==> config.mk <==
export PLATFORM = sky130hd
export DESIGN_NAME = stack_param_flat
export DESIGN_NICKNAME = d
export VERILOG_FILES = /design/src/rtl/stack_pkg.sv /design/src/rtl/stack_param_if.sv /design/src/rtl/stack_regfile.sv /design/src/rtl/stack_param.sv /design/src/flat_wrapper.sv
export SDC_FILE = /design/constraint.sdc
export NUM_CORES = 1
export LEC_CHECK = 0
export BUFFER_PORTS_ARGS = -buffer_cell sky130_fd_sc_hd__buf_4
export CAP_MARGIN = 20
export CORE_MARGIN = 2
export CORE_UTILIZATION = 25
export DETAILED_ROUTE_END_ITERATION = 6
export GPL_TIMING_DRIVEN = 0
export PLACE_DENSITY = 0.54
export REMOVE_ABC_BUFFERS = 1
export SYNTH_ARGS = -nofsm -noshare
export SYNTH_HDL_FRONTEND = slang
export SYNTH_HIERARCHICAL = 1
export SYNTH_SLANG_ARGS = --single-unit
export TNS_END_PERCENT = 20
==> constraint.sdc <==
create_clock -name CLK -period 2.5 [get_ports CLK]
set_input_delay 0.375 -clock CLK [delete_from_list [all_inputs] [get_ports CLK]]
set_output_delay 0.375 -clock CLK [all_outputs]
set_load 0.02 [all_outputs]
==> src/rtl/stack_pkg.sv <==
// Shared command encoding and overflow-mode selectors for the parametrised stack.
package stack_pkg;

    typedef enum logic [1:0] {
        CMD_NOP  = 2'b00,
        CMD_PUSH = 2'b01,
        CMD_POP  = 2'b10,
        CMD_GET  = 2'b11
    } cmd_t;

    localparam int MODE_WRAP  = 0;  // circular: overwrite oldest, underflow wraps
    localparam int MODE_GUARD = 1;  // boundary commands are rejected

endpackage

==> src/rtl/stack_param_if.sv <==
// Command/response bundle between the sequencer (master) and the stack (slave).
interface stack_param_if
    import stack_pkg::*;
#(
    parameter int WIDTH = 4,
    parameter int DEPTH = 5
);
    localparam int AW = $clog2(DEPTH);
    localparam int CW = $clog2(DEPTH + 1);

    cmd_t              COMMAND;
    logic [AW-1:0]     INDEX;
    logic [WIDTH-1:0]  I_DATA;
    logic [WIDTH-1:0]  O_DATA;
    logic              O_VALID;
    logic [CW-1:0]     COUNT;
    logic              EMPTY;
    logic              FULL;
    logic              ERR;

    modport master (
        output COMMAND, INDEX, I_DATA,
        input  O_DATA, O_VALID, COUNT, EMPTY, FULL, ERR
    );

    modport slave (
        input  COMMAND, INDEX, I_DATA,
        output O_DATA, O_VALID, COUNT, EMPTY, FULL, ERR
    );
endinterface

==> src/rtl/stack_regfile.sv <==
// DEPTH x WIDTH storage: one synchronous write port, one registered read port.
// The read register holds its value unless rd_en is set; rd_zero loads zero
// instead of memory so the controller can report "no such entry".
module stack_regfile #(
    parameter int WIDTH = 4,
    parameter int DEPTH = 5
) (
    input  logic                      clk,
    input  logic                      srst,
    input  logic                      wr_en,
    input  logic [$clog2(DEPTH)-1:0]  wr_addr,
    input  logic [WIDTH-1:0]          wr_data,
    input  logic                      rd_en,
    input  logic                      rd_zero,
    input  logic [$clog2(DEPTH)-1:0]  rd_addr,
    output logic [WIDTH-1:0]          rd_data
);
    localparam int AW = $clog2(DEPTH);

    logic [WIDTH-1:0] mem [DEPTH];
    logic [DEPTH-1:0] wr_sel;
    logic [WIDTH-1:0] rd_data_reg;

    // One-hot write decode, one select line per entry
    generate
        for (genvar gi = 0; gi < DEPTH; gi++) begin : g_wr_sel
            assign wr_sel[gi] = wr_en && (wr_addr == AW'(gi));
        end
    endgenerate

    // Entry storage with synchronous clear
    always_ff @(posedge clk) begin
        for (int i = 0; i < DEPTH; i++) begin
            if (srst) begin
                mem[i] <= '0;
            end else if (wr_sel[i]) begin
                mem[i] <= wr_data;
            end
        end
    end

    // Registered read port; holds between reads
    always_ff @(posedge clk) begin
        if (srst) begin
            rd_data_reg <= '0;
        end else if (rd_en) begin
            rd_data_reg <= rd_zero ? '0 : mem[rd_addr];
        end
    end

    assign rd_data = rd_data_reg;

endmodule

==> src/rtl/stack_param.sv <==
// Parametrised LIFO stack: TOP/COUNT bookkeeping, overflow-mode handling and
// status flags around a registered-read register file.
module stack_param
    import stack_pkg::*;
#(
    parameter int WIDTH = 4,
    parameter int DEPTH = 5,
    parameter int MODE  = MODE_WRAP
) (
    input  logic           CLK,
    input  logic           RESET,
    stack_param_if.slave   bus
);
    localparam int AW = $clog2(DEPTH);
    localparam int CW = $clog2(DEPTH + 1);

    logic [AW-1:0] top_reg,   top_next;
    logic [CW-1:0] count_reg, count_next;
    logic          valid_reg, valid_next;
    logic          err_reg,   err_next;
    logic          empty_reg, full_reg;

    logic          wr_en;
    logic [AW-1:0] wr_addr;
    logic          rd_en;
    logic          rd_zero;
    logic [AW-1:0] rd_addr;
    logic [WIDTH-1:0] rd_data;

    logic [AW-1:0] top_inc;
    logic [AW-1:0] top_dec;
    logic [AW:0]   get_sum;
    logic [AW-1:0] get_addr;
    logic          is_full;
    logic          is_empty;
    logic          idx_oob;
    logic          idx_beyond;

    // Modular pointer arithmetic and boundary detection
    always_comb begin
        top_inc    = (top_reg == AW'(DEPTH - 1)) ? '0 : top_reg + AW'(1);
        top_dec    = (top_reg == '0) ? AW'(DEPTH - 1) : top_reg - AW'(1);
        // TOP - INDEX mod DEPTH; only meaningful when INDEX < DEPTH
        get_sum    = {1'b0, top_reg} + (AW + 1)'(DEPTH) - {1'b0, bus.INDEX};
        get_addr   = (get_sum >= (AW + 1)'(DEPTH)) ? AW'(get_sum - (AW + 1)'(DEPTH))
                                                   : AW'(get_sum);
        is_full    = (count_reg == CW'(DEPTH));
        is_empty   = (count_reg == '0);
        idx_oob    = (int'(bus.INDEX) >= DEPTH);
        idx_beyond = (int'(bus.INDEX) >= int'(count_reg));
    end

    // Command decode: next pointer/count, storage strobes, response pulses
    always_comb begin
        top_next   = top_reg;
        count_next = count_reg;
        valid_next = 1'b0;
        err_next   = 1'b0;
        wr_en      = 1'b0;
        wr_addr    = top_inc;
        rd_en      = 1'b0;
        rd_zero    = 1'b0;
        rd_addr    = top_reg;

        case (bus.COMMAND)
            CMD_PUSH: begin
                if (is_full && MODE == MODE_GUARD) begin
                    err_next = 1'b1;
                end else begin
                    // In wrap mode a full push lands on the oldest entry
                    wr_en    = 1'b1;
                    top_next = top_inc;
                    err_next = is_full;
                    if (!is_full) begin
                        count_next = count_reg + CW'(1);
                    end
                end
            end
            CMD_POP: begin
                if (is_empty && MODE == MODE_GUARD) begin
                    err_next = 1'b1;
                end else begin
                    // Entries are never cleared, so an empty wrap pop returns stale data
                    rd_en      = 1'b1;
                    rd_addr    = top_reg;
                    top_next   = top_dec;
                    valid_next = 1'b1;
                    err_next   = is_empty;
                    if (!is_empty) begin
                        count_next = count_reg - CW'(1);
                    end
                end
            end
            CMD_GET: begin
                rd_en      = 1'b1;
                valid_next = 1'b1;
                rd_addr    = get_addr;
                if (idx_oob) begin
                    rd_zero  = 1'b1;
                    err_next = 1'b1;
                end else if (idx_beyond) begin
                    rd_zero  = (MODE == MODE_GUARD);
                    err_next = 1'b1;
                end
            end
            default: begin
            end
        endcase
    end

    // Control state and registered flags; reset discards the pending command
    always_ff @(posedge CLK) begin
        if (RESET) begin
            top_reg   <= AW'(DEPTH - 1);
            count_reg <= '0;
            valid_reg <= 1'b0;
            err_reg   <= 1'b0;
            empty_reg <= 1'b1;
            full_reg  <= 1'b0;
        end else begin
            top_reg   <= top_next;
            count_reg <= count_next;
            valid_reg <= valid_next;
            err_reg   <= err_next;
            empty_reg <= (count_next == '0);
            full_reg  <= (count_next == CW'(DEPTH));
        end
    end

    stack_regfile #(
        .WIDTH (WIDTH),
        .DEPTH (DEPTH)
    ) u_regfile (
        .clk     (CLK),
        .srst    (RESET),
        .wr_en   (wr_en),
        .wr_addr (wr_addr),
        .wr_data (bus.I_DATA),
        .rd_en   (rd_en),
        .rd_zero (rd_zero),
        .rd_addr (rd_addr),
        .rd_data (rd_data)
    );

    assign bus.O_DATA  = rd_data;
    assign bus.O_VALID = valid_reg;
    assign bus.COUNT   = count_reg;
    assign bus.EMPTY   = empty_reg;
    assign bus.FULL    = full_reg;
    assign bus.ERR     = err_reg;

endmodule

==> src/flat_wrapper.sv <==
// flat-port wrapper written by rule: the top's interface ports become plain ports
module stack_param_flat import stack_pkg::*;
#(
    parameter int WIDTH = 4,
    parameter int DEPTH = 5,
    parameter int MODE  = MODE_WRAP
)
  (CLK, RESET, bus_COMMAND, bus_INDEX, bus_I_DATA, bus_O_DATA, bus_O_VALID, bus_COUNT, bus_EMPTY, bus_FULL, bus_ERR);
  stack_param_if #(.WIDTH(WIDTH), .DEPTH(DEPTH)) bus_i ();
  input  logic CLK;
  input  logic RESET;
  input wire logic [$bits(bus_i.COMMAND)-1:0] bus_COMMAND;
  input wire logic [$bits(bus_i.INDEX)-1:0] bus_INDEX;
  input wire logic [$bits(bus_i.I_DATA)-1:0] bus_I_DATA;
  output wire logic [$bits(bus_i.O_DATA)-1:0] bus_O_DATA;
  output wire logic [$bits(bus_i.O_VALID)-1:0] bus_O_VALID;
  output wire logic [$bits(bus_i.COUNT)-1:0] bus_COUNT;
  output wire logic [$bits(bus_i.EMPTY)-1:0] bus_EMPTY;
  output wire logic [$bits(bus_i.FULL)-1:0] bus_FULL;
  output wire logic [$bits(bus_i.ERR)-1:0] bus_ERR;
  assign bus_i.COMMAND = bus_COMMAND;
  assign bus_i.INDEX = bus_INDEX;
  assign bus_i.I_DATA = bus_I_DATA;
  assign bus_O_DATA = bus_i.O_DATA;
  assign bus_O_VALID = bus_i.O_VALID;
  assign bus_COUNT = bus_i.COUNT;
  assign bus_EMPTY = bus_i.EMPTY;
  assign bus_FULL = bus_i.FULL;
  assign bus_ERR = bus_i.ERR;
  stack_param #(.WIDTH(WIDTH), .DEPTH(DEPTH), .MODE(MODE)) u_core (.CLK(CLK), .RESET(RESET), .bus(bus_i));
endmodule
After elaboration in Yosys (flattened, before gate mapping)
Memory sizes are Yosys's and may differ from the RTL's.
Index checks and enable logic that the tools add are counted.
- mux-type cells: 38
- magnitude comparators: 3
- bitwise logic cells: 5
- equality and inequality tests: 10
- reduce and logical (&&, ||, !) cells: 11
- add/subtract/negate cells: 7
- operators by type and width (operator ; number):
    $mux W4 ; 6
    $mux W1 ; 23
    $mux W3 ; 6
    $eq A3 B3 Y1 const B ; 4
    $logic_not A3 Y1 ; 4
    $pmux W3 S2 ; 2
    $add A3 B1 Y3 const B ; 2
    $eq A3 B2 Y1 const B ; 2
    $sub A3 B1 Y3 const B ; 2
    $logic_and A1 B1 Y1 ; 5
    $or A1 B1 Y1 ; 5
    $add A3 B3 Y4 const B ; 1
    $eq A2 B2 Y1 const B ; 2
    $ge A4 B3 Y1 const B ; 1
    $sub A4 B3 Y4 ; 1
    $eq A3 B1 Y1 const B ; 1
    $ge A3 B3 Y1 ; 1
    $ge A3 B3 Y1 const B ; 1
    $pmux W1 S3 ; 1
    $sub A3 B3 Y3 const B ; 1
    $eq A2 B1 Y1 const B ; 1
    $reduce_bool A2 Y1 ; 1
    $reduce_or A2 Y1 ; 1
- output and inout bits: 11
- register bits: 14
- RAM bits: 20
- memories kept: 1
- memory list (memory ; words ; bits a word ; rd ports ; clocked after memory_dff ; wr ports ; line ; text):
    u_core.u_regfile.mem ; 5 ; 4 ; 1 ; 0 ; 5 ; stack_regfile.sv:20 ; logic [WIDTH-1:0] mem [DEPTH];

Logic depth before layout (Yosys ltp)
Gate-level depths: netlist of run 1.
- depth in word-level cells: 8
- depth in mapped cells: 15
- gate-level depth less buffers: 14

By module
Netlist of run 1, hierarchy kept.
- modules (own cells, without submodules) (module ; area each (µm²) ; cells an instance ; instances ; seq. area each (µm²)):
    stack_regfile ; 1146.1 ; 88 ; 1 ; 680.7
    stack_param ; 979.7 ; 121 ; 1 ; 200.2

Worst setup path before layout of run 1
Ideal clock, no wire load.
- kind: reg-to-reg
- start point: reg u_core.top_reg[1]
- end point: reg u_core.u_regfile.rd_data_reg[0] (netlist: u_core/u_regfile/rd_data[0])
- required time: 2.381 ns
- data arrival time: 2.619 ns
- cell stages (with the launch flop): 15
- clock period less this slack: 2.738 ns
- slack: -0.238 ns
- cells stage by stage: dfxtp_1 > inv_1 > ha_1 > inv_1 > ha_1 > fa_1 > xor2_1 > a21oi_1 > mux2i_1 > nand2_1 > o21ai_0 > buf_4 > mux2i_1 > o311ai_1 > o221a_1
- cells in the longest elaborated chain, start to end: 7
- elaborated cells on any way between the ends: 8
- RTL lines (what ; line ; text):
    from (decl) ; stack_param.sv:17 ; logic [AW-1:0] top_reg, top_next;
    from (signal assigned) ; stack_param.sv:114 ; top_reg <= AW'(DEPTH - 1);
    from (signal assigned) ; stack_param.sv:121 ; top_reg <= top_next;
    $add A3 B3 Y4 ; stack_param.sv:44 ; get_sum = {1'b0, top_reg} + (AW + 1)'(DEPTH) - {1'b0, bus.INDEX};
    $sub A4 B3 Y4 ; stack_param.sv:44 ;
    $ge A4 B3 Y1 or $sub A3 B3 Y3 (tied branches) ; stack_param.sv:45 ; get_addr = (get_sum >= (AW + 1)'(DEPTH)) ? AW'(get_sum - (AW + 1)'(DEPTH))
    $mux W3 ; stack_param.sv:45 ;
    $mux W3 * ; n/a ;
    net u_core.rd_addr[1] ; stack_param.sv:27 ; logic [AW-1:0] rd_addr;
    $mem_v2 Z5 W4 * ; n/a ;
    $mux W4 * ; stack_regfile.sv:47 ; rd_data_reg <= rd_zero ? '0 : mem[rd_addr];
    to (signal assigned) ; stack_regfile.sv:47 ;
    to (decl) ; stack_regfile.sv:22 ; logic [WIDTH-1:0] rd_data_reg;
Mark *: on every way through the listed nets, which the timed path passes. The rest lies on a longest branch.
A chain may end at the register's enable or synchronous reset.

Final worst setup path of run 1
Ends and elaborated chain as after synthesis.

==> reports/results.txt, run 1 <==
Port Buffers: 21
worst hold path class: in2reg
initial antenna violation count: 0
core footprint: 8217 um^2
Post-synth ARST share: 0%
fillers: 838
# diodes: 0
CP Class: reg2reg
Yosys reg bits: 34
Fin Hold WS: 0.3972 ns
fin crit share: 108.9%
CTS tree: built
Max-Cap Viols: 0
Final nets: 274
Final ANT Viol Nets: 0
Slew @ Worst Pin: 0.5749 ns
crit path time final: 2.723 ns
first-pass GRT wire length: 7624 um
count of final hold-check violations: 0
Crit Path Max Fanout: 4
leakage power: 1.117 nW
htree depth: 2
Power Dens Cells: 596.6 nW/um^2
fin worst setup slack: -0.2231 ns
share of cells above drive strength 1: 29.75%
post-synthesis sequential area ratio: 41.44%
Finish-stage setup viols: 4
final core utilization: 32.24%
vias in the first global route: 1573
RePlAce Congestion: 0.7738
Setup Skew: 0.003914 ns
Ports: 22
final wirelength: 4441 um
yosys warns: 6
failing checks: negative setup slack
Max Clock Freq: 367.2 MHz
vias per cell: 4.444
CTS Root Cell: clkbuf_8
crit end category: flip-flop
drt drc: 0
area delta synth->final: 24.60%
Slew HR: 61.27%
Primary FF master, synth: edfxtp_1
worst-skew pair later-pin latency: 0.29 ns
largest net degree at the start of global routing: 17
Distinct cells, synth: 44
DR vias: 1542
drt wl/cell: 12.80 um
CTS max path bufs: 2
Netlist Area Pre-Place: 2126 um^2
# clock sinks: 34
top post-synthesis cells by area: edfxtp_1, dfxtp_1, ha_1
area share of the leading cell type in the synthesized netlist: 28.25%
EDFF count, synth: 20
Num CTS Buffers: 5
CTS clk-pin slew, worst paths: 0.07 ns
Tot GR Track Use: 10.67%
die area: 9256 um^2
RSZ-0062 raised after global routing: yes
Die H: 96.21 um
biggest area consumer among synthesized cells: edfxtp_1
FF+latch area: 885.9 um^2
cts hold-fix bufs: 0
DP HPWL: 3266 um
max reg flops: 20
post-synthesis cell count: 209
multi-input logic area: 1199 um^2
Die Span X: 96.21 um
fin. max-slew vios: 0
WP data arrival: 2.91 ns
Rows: 33
Initial Util: 25.87%
GRT overflow: 0
DR iter-0 viols: 129
Initial DRT Pass Iterations: 4
run status: finished, violations left
worst endpoint required time: 2.68 ns
Mean Syn Cell Area: 10.17 um^2
CP Launch Type: flip-flop
VDD IR max: 181.8 uV
-- final timing paths --
check,startpoint,endpoint,slack (ns),depth (start not counted)
max reg2reg,u_core/top_reg[1],u_core/u_regfile/rd_data[0],-0.22,15
max,u_core/top_reg[1],u_core/u_regfile/rd_data[0],-0.22,15
min,RESET,u_core/bus.O_VALID,0.40,2
min reg2reg,u_core/u_regfile/rd_data[0],u_core/u_regfile/rd_data[0],0.54,1
-- cell families after synthesis --
| group | count (synthesis) | share of synthesized area (%) |
|---|---|---|
| muxes | 12 | 5.651 |
| xor gates and xnor gates | 3 | 1.236 |
| AOI/OAI and AO/OA | 40 | 14.13 |
| adders and majority gates | 22 | 13.30 |
| buffers and inverters | 27 | 5.415 |
| and+or+nand+nor | 71 | 18.83 |
| DFF | 34 | 41.44 |
-- critical path: stages, from the launching register on --
cell and delay (ns):
dfxtp_2 0.36, inv_4 0.04, ha_4 0.25, inv_2 0.04, ha_4 0.15, fa_2 0.34, xor2_2 0.16, a21oi_2 0.16
mux2i_1 0.21, nand2_1 0.08, o21ai_2 0.10, buf_6 0.15, buf_12 0.11, mux2i_1 0.19, nor2_1 0.07, o221a_1 0.20
-- layer usage --
metal | vias up | GRT usage, % | wire length, um
li1 | 801 | - | -
met1 | 716 | 13.23 | 2039
met2 | 19 | 18.23 | 2232
met3 | 6 | 1.331 | 86
met4 | 0 | 5.119 | 82
met5 | - | 0 | 0
-- placed cells by master, fill, tap and decap left out, types with 5 or more instances in the layout --
cell type  netlist  layout
o21ai_0          6       5
clkbuf_8         0       6
dfxtp_1         14      12
ha_1            21      19
buf_4            1      31
a21oi_1          7       6
inv_1           19      15
nor2_1          15      14
mux2i_1         12      10
edfxtp_1        20      20
nand2_1         15      15
and2_1          21      21
-- through the flow --
| stage | std cells | worst slack (ns) | setup TNS, ns | total power [mW] | cell area [um^2] |
|---|---|---|---|---|---|
| final | 347 | -0.2231 | -0.8564 | 1.580 | 2649 |
| after floorplan | 201 | -0.4828 | -1.931 | 0.9482 | 2082 |
| after detailed placement | 328 | -0.7941 | -2.938 | 1.056 | 2376 |
| after CTS | 344 | -0.2432 | -0.9418 | 1.566 | 2606 |
| after global routing | 347 | -0.3986 | -1.585 | 1.676 | 2649 |
| after global placement | 327 | -0.8926 | -3.470 | 1.048 | 2371 |
-- power by group --
group | total, mW | switching (mW) | internal, mW | leakage (nW)
sequential | 0.659 | 0.0238 | 0.635 | 0.323
clock | 0.427 | 0.206 | 0.221 | 0.0472
combinational | 0.494 | 0.260 | 0.234 | 0.747
-- Yosys cell counts (all sizes together), types with 5 or more instances --
cell type / instances
mux2i: 12
nor3: 5
and2: 21
nor2: 15
o21ai: 6
a21oi: 7
ha: 21
edfxtp: 20
dfxtp: 14
inv: 19
nand2: 15
buf: 5
-- area by class of cell --
cell class / instances / share of cell area (%)
clock buffer: 6 / 3.118
clock inverter: 2 / 0.4724
inverter: 19 / 2.787
multi-input combinational: 148 / 45.25
sequential: 34 / 33.44
tap: 105 / 4.960
timing repair buffer: 33 / 9.967
-- what timing repair did --
action,4_1_cts,5_1_grt
resized for setup,18,6
endpoints found under the setup margin,4,15
buffers inserted,8,3
pin swaps,7,4
gates cloned,0,0
No activity file was read; power rests on OpenSTA's default activity.
==> run 2, diff against run 1 <==
- MAX_ROUTING_LAYER: default -> met4
==> run 2 against run 1 <==
Compared with the run above: the run still ends with negative setup slack left; sequential share of layout area unchanged; total power up 0.15%; die area unchanged; clock power about the same; register-to-register slack about the same; critical path type unchanged; critical endpoint unchanged.
==> reports/results.txt, run 2 (same netlist as run 1, synthesis figures left out) <==
first-pass GRT wire length: 7624 um (unchanged)
met1 Track Usage GR: 13.23% (unchanged)
VDD IR max: 185.0 uV (+1.8%)
Slew @ Worst Pin: 0.5749 ns (unchanged)
CTS tree: built
crit path buf inv count: 4 (unchanged)
CTS Root Cell: clkbuf_8
leakage power: 1.117 nW (unchanged)
Die H: 96.21 um (unchanged)
R2R Path End: u_core/u_regfile/rd_data[0]
Max Clock Freq: 366.7 MHz (-0.13%)
Power Dens Cells: 597.5 nW/um^2 (+0.15%)
worst endpoint required time: 2.68 ns (about the same)
CTS clk-pin slew, worst paths: 0.07 ns (about the same)
vias per cell: 4.473 (+0.65%)
initial antenna violation count: 0 (unchanged)
max reg flops: 20 (unchanged)
CP Class: reg2reg
RePlAce Congestion: 0.7844 (+1.4%)
Worst path slowest cell: dfxtp_2
largest net degree at the start of global routing: 17 (unchanged)
Num CTS Buffers: 5 (unchanged)
drt drc: 0 (unchanged)
core footprint: 8217 um^2 (unchanged)
Critical Path Max Stage Delay: 0.36 ns (about the same)
share of cells above drive strength 1: 29.75% (unchanged)
Die Span X: 96.21 um (unchanged)
final wirelength: 4453 um (+0.27%)
Port Buffers: 21 (unchanged)
worst-skew pair later-pin latency: 0.29 ns (about the same)
DP HPWL: 3266 um (unchanged)
Finish-stage setup viols: 4 (unchanged)
Final nets: 274 (unchanged)
GRT overflow: 0 (unchanged)
hold depth: 2 (unchanged)
hold path start: RESET
drt wl/cell: 12.83 um (+0.27%)
worst hold path class: in2reg
fin. max-slew vios: 0 (unchanged)
final core utilization: 32.24% (unchanged)
reg2reg start: u_core/top_reg[1]
run status: finished, violations left
Place WS: -0.7941 ns (unchanged)
Initial DRT Pass Iterations: 4 (unchanged)
RSZ-0062 raised after global routing: yes
commonest non-fill, non-tap cell in the layout: buf_4
Initial Util: 25.87% (unchanged)
cell-by-cell trace of the critical path: inv_4 -> ha_4 -> inv_2 -> ha_4 -> fa_2 -> xor2_2 -> a21oi_2 -> mux2i_1 -> nand2_1 -> o21ai_2 -> buf_6 -> buf_12 -> mux2i_1 -> nor2_1 -> o221a_1
CTS max path bufs: 2 (unchanged)
DR vias: 1552 (+0.65%)
hold path endpoint: u_core/top_reg[1]
DR iter-0 viols: 136 (+5.4%)
met3 Use GR: 1.331% (unchanged)
fin crit share: 109.1% (+0.14 points)
Max-Cap Viols: 0 (unchanged)
Ports: 22 (unchanged)
cts hold-fix bufs: 0 (unchanged)
CP Launch Type: flip-flop
WP data arrival: 2.91 ns (about the same)
Most Crowded Layer GR: met2
Slew HR: 61.27% (unchanged)
area delta synth->final: 24.60% (unchanged)
Setup Skew: 0.003767 ns (-0.0001471 ns)
vias in the first global route: 1569 (-0.25%)
R2R depth: 15 (unchanged)
# clock sinks: 34 (unchanged)
crit end category: flip-flop
Placed Instances: 328 (unchanged)
crit path time final: 2.727 ns (+0.003593 ns)
Fin Hold WS: 0.3964 ns (-0.0007790 ns)
Tot GR Track Use: 10.97% (+0.30 points)
critical path's top delay family: adder cells
Crit Path Max Fanout: 4 (unchanged)
Final ANT Viol Nets: 0 (unchanged)
fin cells: 347 (unchanged)
met2 Use GR: 18.23% (unchanged)
Fin Setup TNS: -0.8692 ns (-0.01277 ns)
Rows: 33 (unchanged)
die area: 9256 um^2 (unchanged)
most frequent cells in the layout: buf_4, and2_1, edfxtp_1
failing checks: negative setup slack
# diodes: 0 (unchanged)
fin worst setup slack: -0.2267 ns (-0.003593 ns)
Worst R2R Setup Slack: -0.23 ns (about the same)
count of final hold-check violations: 0 (unchanged)
htree depth: 2 (unchanged)
[run 2: cell counts in the layout (fill, tap and decap cells not counted)]
No cell type changed its count.
[run 2: layout make-up]
class	instances	area, um^2
repair buffers	33	264.0
well taps	105	131.4
fillers	838	5568
clock inverters	2	12.51
inverters	19	73.82
clock buffers	6	82.58
flip-flops and latches	34	885.9
multi-input cells	148	1199
[run 2: metal layers]
| metal | part of all wire (%) | vias up |
|---|---|---|
| met5 | 0 | - |
| met4 | 1.8 | 0 |
| met3 | 2.0 | 6 |
| met2 | 50 | 21 |
| met1 | 46 | 724 |
| li1 | - | 801 |
[run 2: how the worst max path moves through the flow]
stage                       from  slack, ns  cells after the start                           to
2_1_floorplan  u_core/top_reg[1]      -0.48                     13  u_core/u_regfile/rd_data[1]
3_3_place_gp        bus_INDEX[1]      -0.89                     13  u_core/u_regfile/rd_data[3]
3_5_place_dp        bus_INDEX[1]      -0.79                     14  u_core/u_regfile/rd_data[3]
4_1_cts        u_core/top_reg[1]      -0.24                     14  u_core/u_regfile/rd_data[3]
5_1_grt        u_core/top_reg[0]      -0.40                     14  u_core/u_regfile/rd_data[3]
6_report       u_core/top_reg[1]      -0.23                     15  u_core/u_regfile/rd_data[0]
[run 2: through the flow]
| stage | power [mW] | instance area, um^2 |
|---|---|---|
| 2_1_floorplan | 0.9482 | 2082 |
| 5_1_grt | 1.676 | 2649 |
| 3_3_place_gp | 1.048 | 2371 |
| 6_report | 1.583 | 2649 |
| 4_1_cts | 1.566 | 2606 |
| 3_5_place_dp | 1.056 | 2376 |
[run 2: where the power goes]
| group | total (mW) | internal, mW | switching [mW] |
|---|---|---|---|
| combinational | 0.494 | 0.234 | 0.260 |
| sequential | 0.659 | 0.635 | 0.0238 |
| clock | 0.429 | 0.221 | 0.208 |
| total | 1.58 | 1.09 | 0.492 |
[run 2: repair_timing]
action,in CTS,in global routing
pin swaps,7,4
buffers inserted,8,3
cloned,0,0
gates resized for setup,18,6
setup endpoints to repair,4,15
==> run 3, diff against run 2 <==
- CAP_MARGIN: 20 -> default
- SYNTH_HIERARCHICAL: 1 -> default
==> run 3 against run 2 <==
Compared with the run above: setup slack got worse by 0.049 ns; clock power is 36% higher; global-route usage decreased by 0.28 points; critical path type unchanged; maximum frequency is 1.7% lower; flip-flop and latch count unchanged; clock skew rose by 0.0019 ns; via count shrank 1.7%; the flow still finishes with violations (negative setup slack).
==> reports/results.txt, run 3 <==
power share of the clock group: 33.7% (+6.6 points)
Rows: 33 (unchanged)
fin worst setup slack: -0.2752 ns (-0.04855 ns)
Worst R2R Setup Slack: -0.28 ns (-0.05 ns)
RePlAce Congestion: 0.7736 (-1.4%)
Power Dens Cells: 660.0 nW/um^2 (+10%)
Power Total: 1.731 mW (+9.4%)
P_sw: 504.6 uW (+2.5%)
RSZ-0062 raised after global routing: yes
Die Span X: 96.30 um (about the same)
die area: 9273 um^2 (+0.18%)
# clock sinks: 34 (unchanged)
Port Buffers: 21 (unchanged)
Initial Util: 25.92% (+0.046 points)
crit path capture: u_core.u_regfile.rd_data[2]
worst endpoint required time: 2.67 ns (about the same)
R2R depth: 11 (-4)
area share of the leading cell type in the synthesized netlist: 28.20% (-0.050 points)
EDFF count, synth: 20 (unchanged)
commonest cells in the netlist: ha_1, and2_1, edfxtp_1, inv_1, nor2_1
Mean Syn Cell Area: 10.24 um^2 (+0.66%)
multi-input logic area: 1205 um^2 (+0.52%)
top post-synthesis cells by area: edfxtp_1, ha_1, dfxtp_1
largest net degree at the start of global routing: 19 (+2)
vias per cell: 4.459 (-0.30%)
GRT overflow: 0 (unchanged)
Final nets: 271 (-1.1%)
Switching Share: 29.15% (-1.9 points)
Slew @ Worst Pin: 0.6422 ns (+0.06721 ns)
FF+latch area: 887.1 um^2 (+0.14%)
leakage power: 1.070 nW (-4.2%)
post-synthesis cell count: 208 (-0.48%)
Netlist Area Pre-Place: 2130 um^2 (+0.18%)
yosys warns: 0 (-6)
max reg flops: 20 (unchanged)
commonest non-fill, non-tap cell in the layout: buf_4
Tot GR Track Use: 10.70% (-0.28 points)
cts hold-fix bufs: 0 (unchanged)
drt wl/cell: 12.74 um (-0.75%)
Die H: 96.30 um (about the same)
Max Clock Freq: 360.3 MHz (-1.7%)
Max-Cap Viols: 0 (unchanged)
Worst setup startpoint: u_core.top_reg[1]
# diodes: 0 (unchanged)
CP Class: reg2reg
most common cell in the synthesized netlist: ha_1
Fin Hold WS: 0.3930 ns (-0.003421 ns)
DP HPWL: 3289 um (+0.73%)
run status: finished, violations left
count of final hold-check violations: 0 (unchanged)
post-synthesis sequential area ratio: 41.36% (-0.073 points)
Initial DRT Pass Iterations: 4 (unchanged)
CTS max path bufs: 2 (unchanged)
crit end category: flip-flop
core footprint: 8217 um^2 (unchanged)
DR iter-0 viols: 72 (-47%)
R2R Path End: u_core.u_regfile.rd_data[2]
VDD IR max: 260.4 uV (+41%)
final wirelength: 4356 um (-2.2%)
Cell Int Power: 1.226 mW (+12%)
share of cells above drive strength 1: 25.74% (-4.0 points)
worst hold path class: in2reg
drt drc: 0 (unchanged)
Distinct cells, synth: 42 (-4.5%)
Num CTS Buffers: 5 (unchanged)
vias in the first global route: 1555 (-0.89%)
most frequent cells in the layout: buf_4, and2_1, ha_1, edfxtp_1, inv_1
CP Launch Type: flip-flop
hold path start: bus_I_DATA[3]
Combinational Power Share: 28.5% (-2.7 points)
fin crit share: 111.0% (+1.9 points)
Post-synth ARST share: 0% (unchanged)
htree depth: 2 (unchanged)
biggest area consumer among synthesized cells: edfxtp_1
first-pass GRT wire length: 7320 um (-4.0%)
Yosys reg bits: 34 (unchanged)
CTS Root Cell: clkbuf_8
Crit Path Max Fanout: 5 (+1)
CTS tree: built
failing checks: negative setup slack
Primary FF master, synth: edfxtp_1
initial antenna violation count: 0 (unchanged)
fin. max-slew vios: 0 (unchanged)
worst-skew pair later-pin latency: 0.29 ns (about the same)
DR vias: 1525 (-1.7%)
fillers: 851 (+1.6%)
Finish-stage setup viols: 4 (unchanged)
Flop pwr share: 37.7% (-3.9 points)
WP data arrival: 2.95 ns (+0.04 ns)
Setup Skew: 0.005671 ns (+0.001904 ns)
Ports: 22 (unchanged)
Slew HR: 56.74% (-4.5 points)
CTS clk-pin slew, worst paths: 0.08 ns (about the same)
Final ANT Viol Nets: 0 (unchanged)
reg2reg start: u_core.top_reg[1]
crit path time final: 2.775 ns (+0.04855 ns)
area delta synth->final: 23.15%
## run 3: worst max-delay path, cell delays in order (launching register included)
cell	delay, ns
dfxtp_2	0.35
inv_2	0.05
ha_4	0.25
inv_2	0.04
ha_4	0.14
fa_2	0.35
xor2_2	0.18
a21oi_4	0.17
mux2i_4	0.37
mux2_4	0.33
a222oi_1	0.31
a211oi_1	0.12
## run 3: per-layer routing
metal	wire length, um	vias to the layer above	GRT usage, %
met5	0	-	-
met4	49	0	3.873
met3	170	4	2.271
met2	2185	31	17.77
met1	1951	702	12.80
li1	-	788	-
## run 3: worst min path at each step
stage / slack (ns) / endpoint / cells after the start
2_1_floorplan: 0.45 / u_core.bus.COUNT[0] / 1
3_3_place_gp: 0.54 / u_core.u_regfile.rd_data[0] / 2
3_5_place_dp: 0.55 / u_core.u_regfile.rd_data[3] / 2
4_1_cts: 0.39 / u_core.u_regfile.mem[3][3] / 2
5_1_grt: 0.39 / u_core.u_regfile.mem[2][0] / 2
6_report: 0.39 / u_core.u_regfile.mem[3][3] / 2
## run 3: kinds of logic after synthesis
group                      Yosys count  synth area share, %
AOI/OAI and AO/OA                   43                14.04
xor gates and xnor gates             3                1.234
adders and majority gates           24                14.45
buffers and inverters               24                5.170
DFF                                 34                41.36
muxes                               12                6.756
and+or+nand+nor                     68                16.98
## run 3: final cells by class
type | instances | share of cell area [%]
sequential | 34 | 33.83
clock buffer | 6 | 3.578
multi-input combinational | 150 | 45.94
clock inverter | 2 | 1.479
timing repair buffer | 26 | 7.443
inverter | 19 | 2.719
tap | 105 | 5.010
## run 3: metrics by stage
stage / setup slack, ns / util (%) / cells / TNS, ns / cell area, um^2
detailed placement: -0.7232 / 28.96 / 329 / -2.794 / 2380
floorplan: -0.4060 / - / 203 / -1.624 / 2091
CTS: -0.2840 / 31.63 / 341 / -1.105 / 2599
global placement: -0.6485 / 28.96 / 329 / -2.566 / 2380
finish: -0.2752 / 31.92 / 342 / -1.032 / 2623
global route: -0.4386 / 31.92 / 342 / -1.554 / 2623
## run 3: what timing repair did
item	4_1_cts	5_1_grt
setup buffers	4	1
gates cloned	0	0
pin swaps	11	3
gates resized for setup	15	2
endpoints found under the setup margin	4	4
## run 3: power groups by stage
stage	combinational (mW)	clock, mW	sequential [mW]
after CTS	0.486	0.599	0.655
after floorplan	0.312	0	0.671
final	0.494	0.584	0.653
after global routing	0.553	0.627	0.658
after detailed placement	0.426	0	0.667
after global placement	0.419	0	0.667
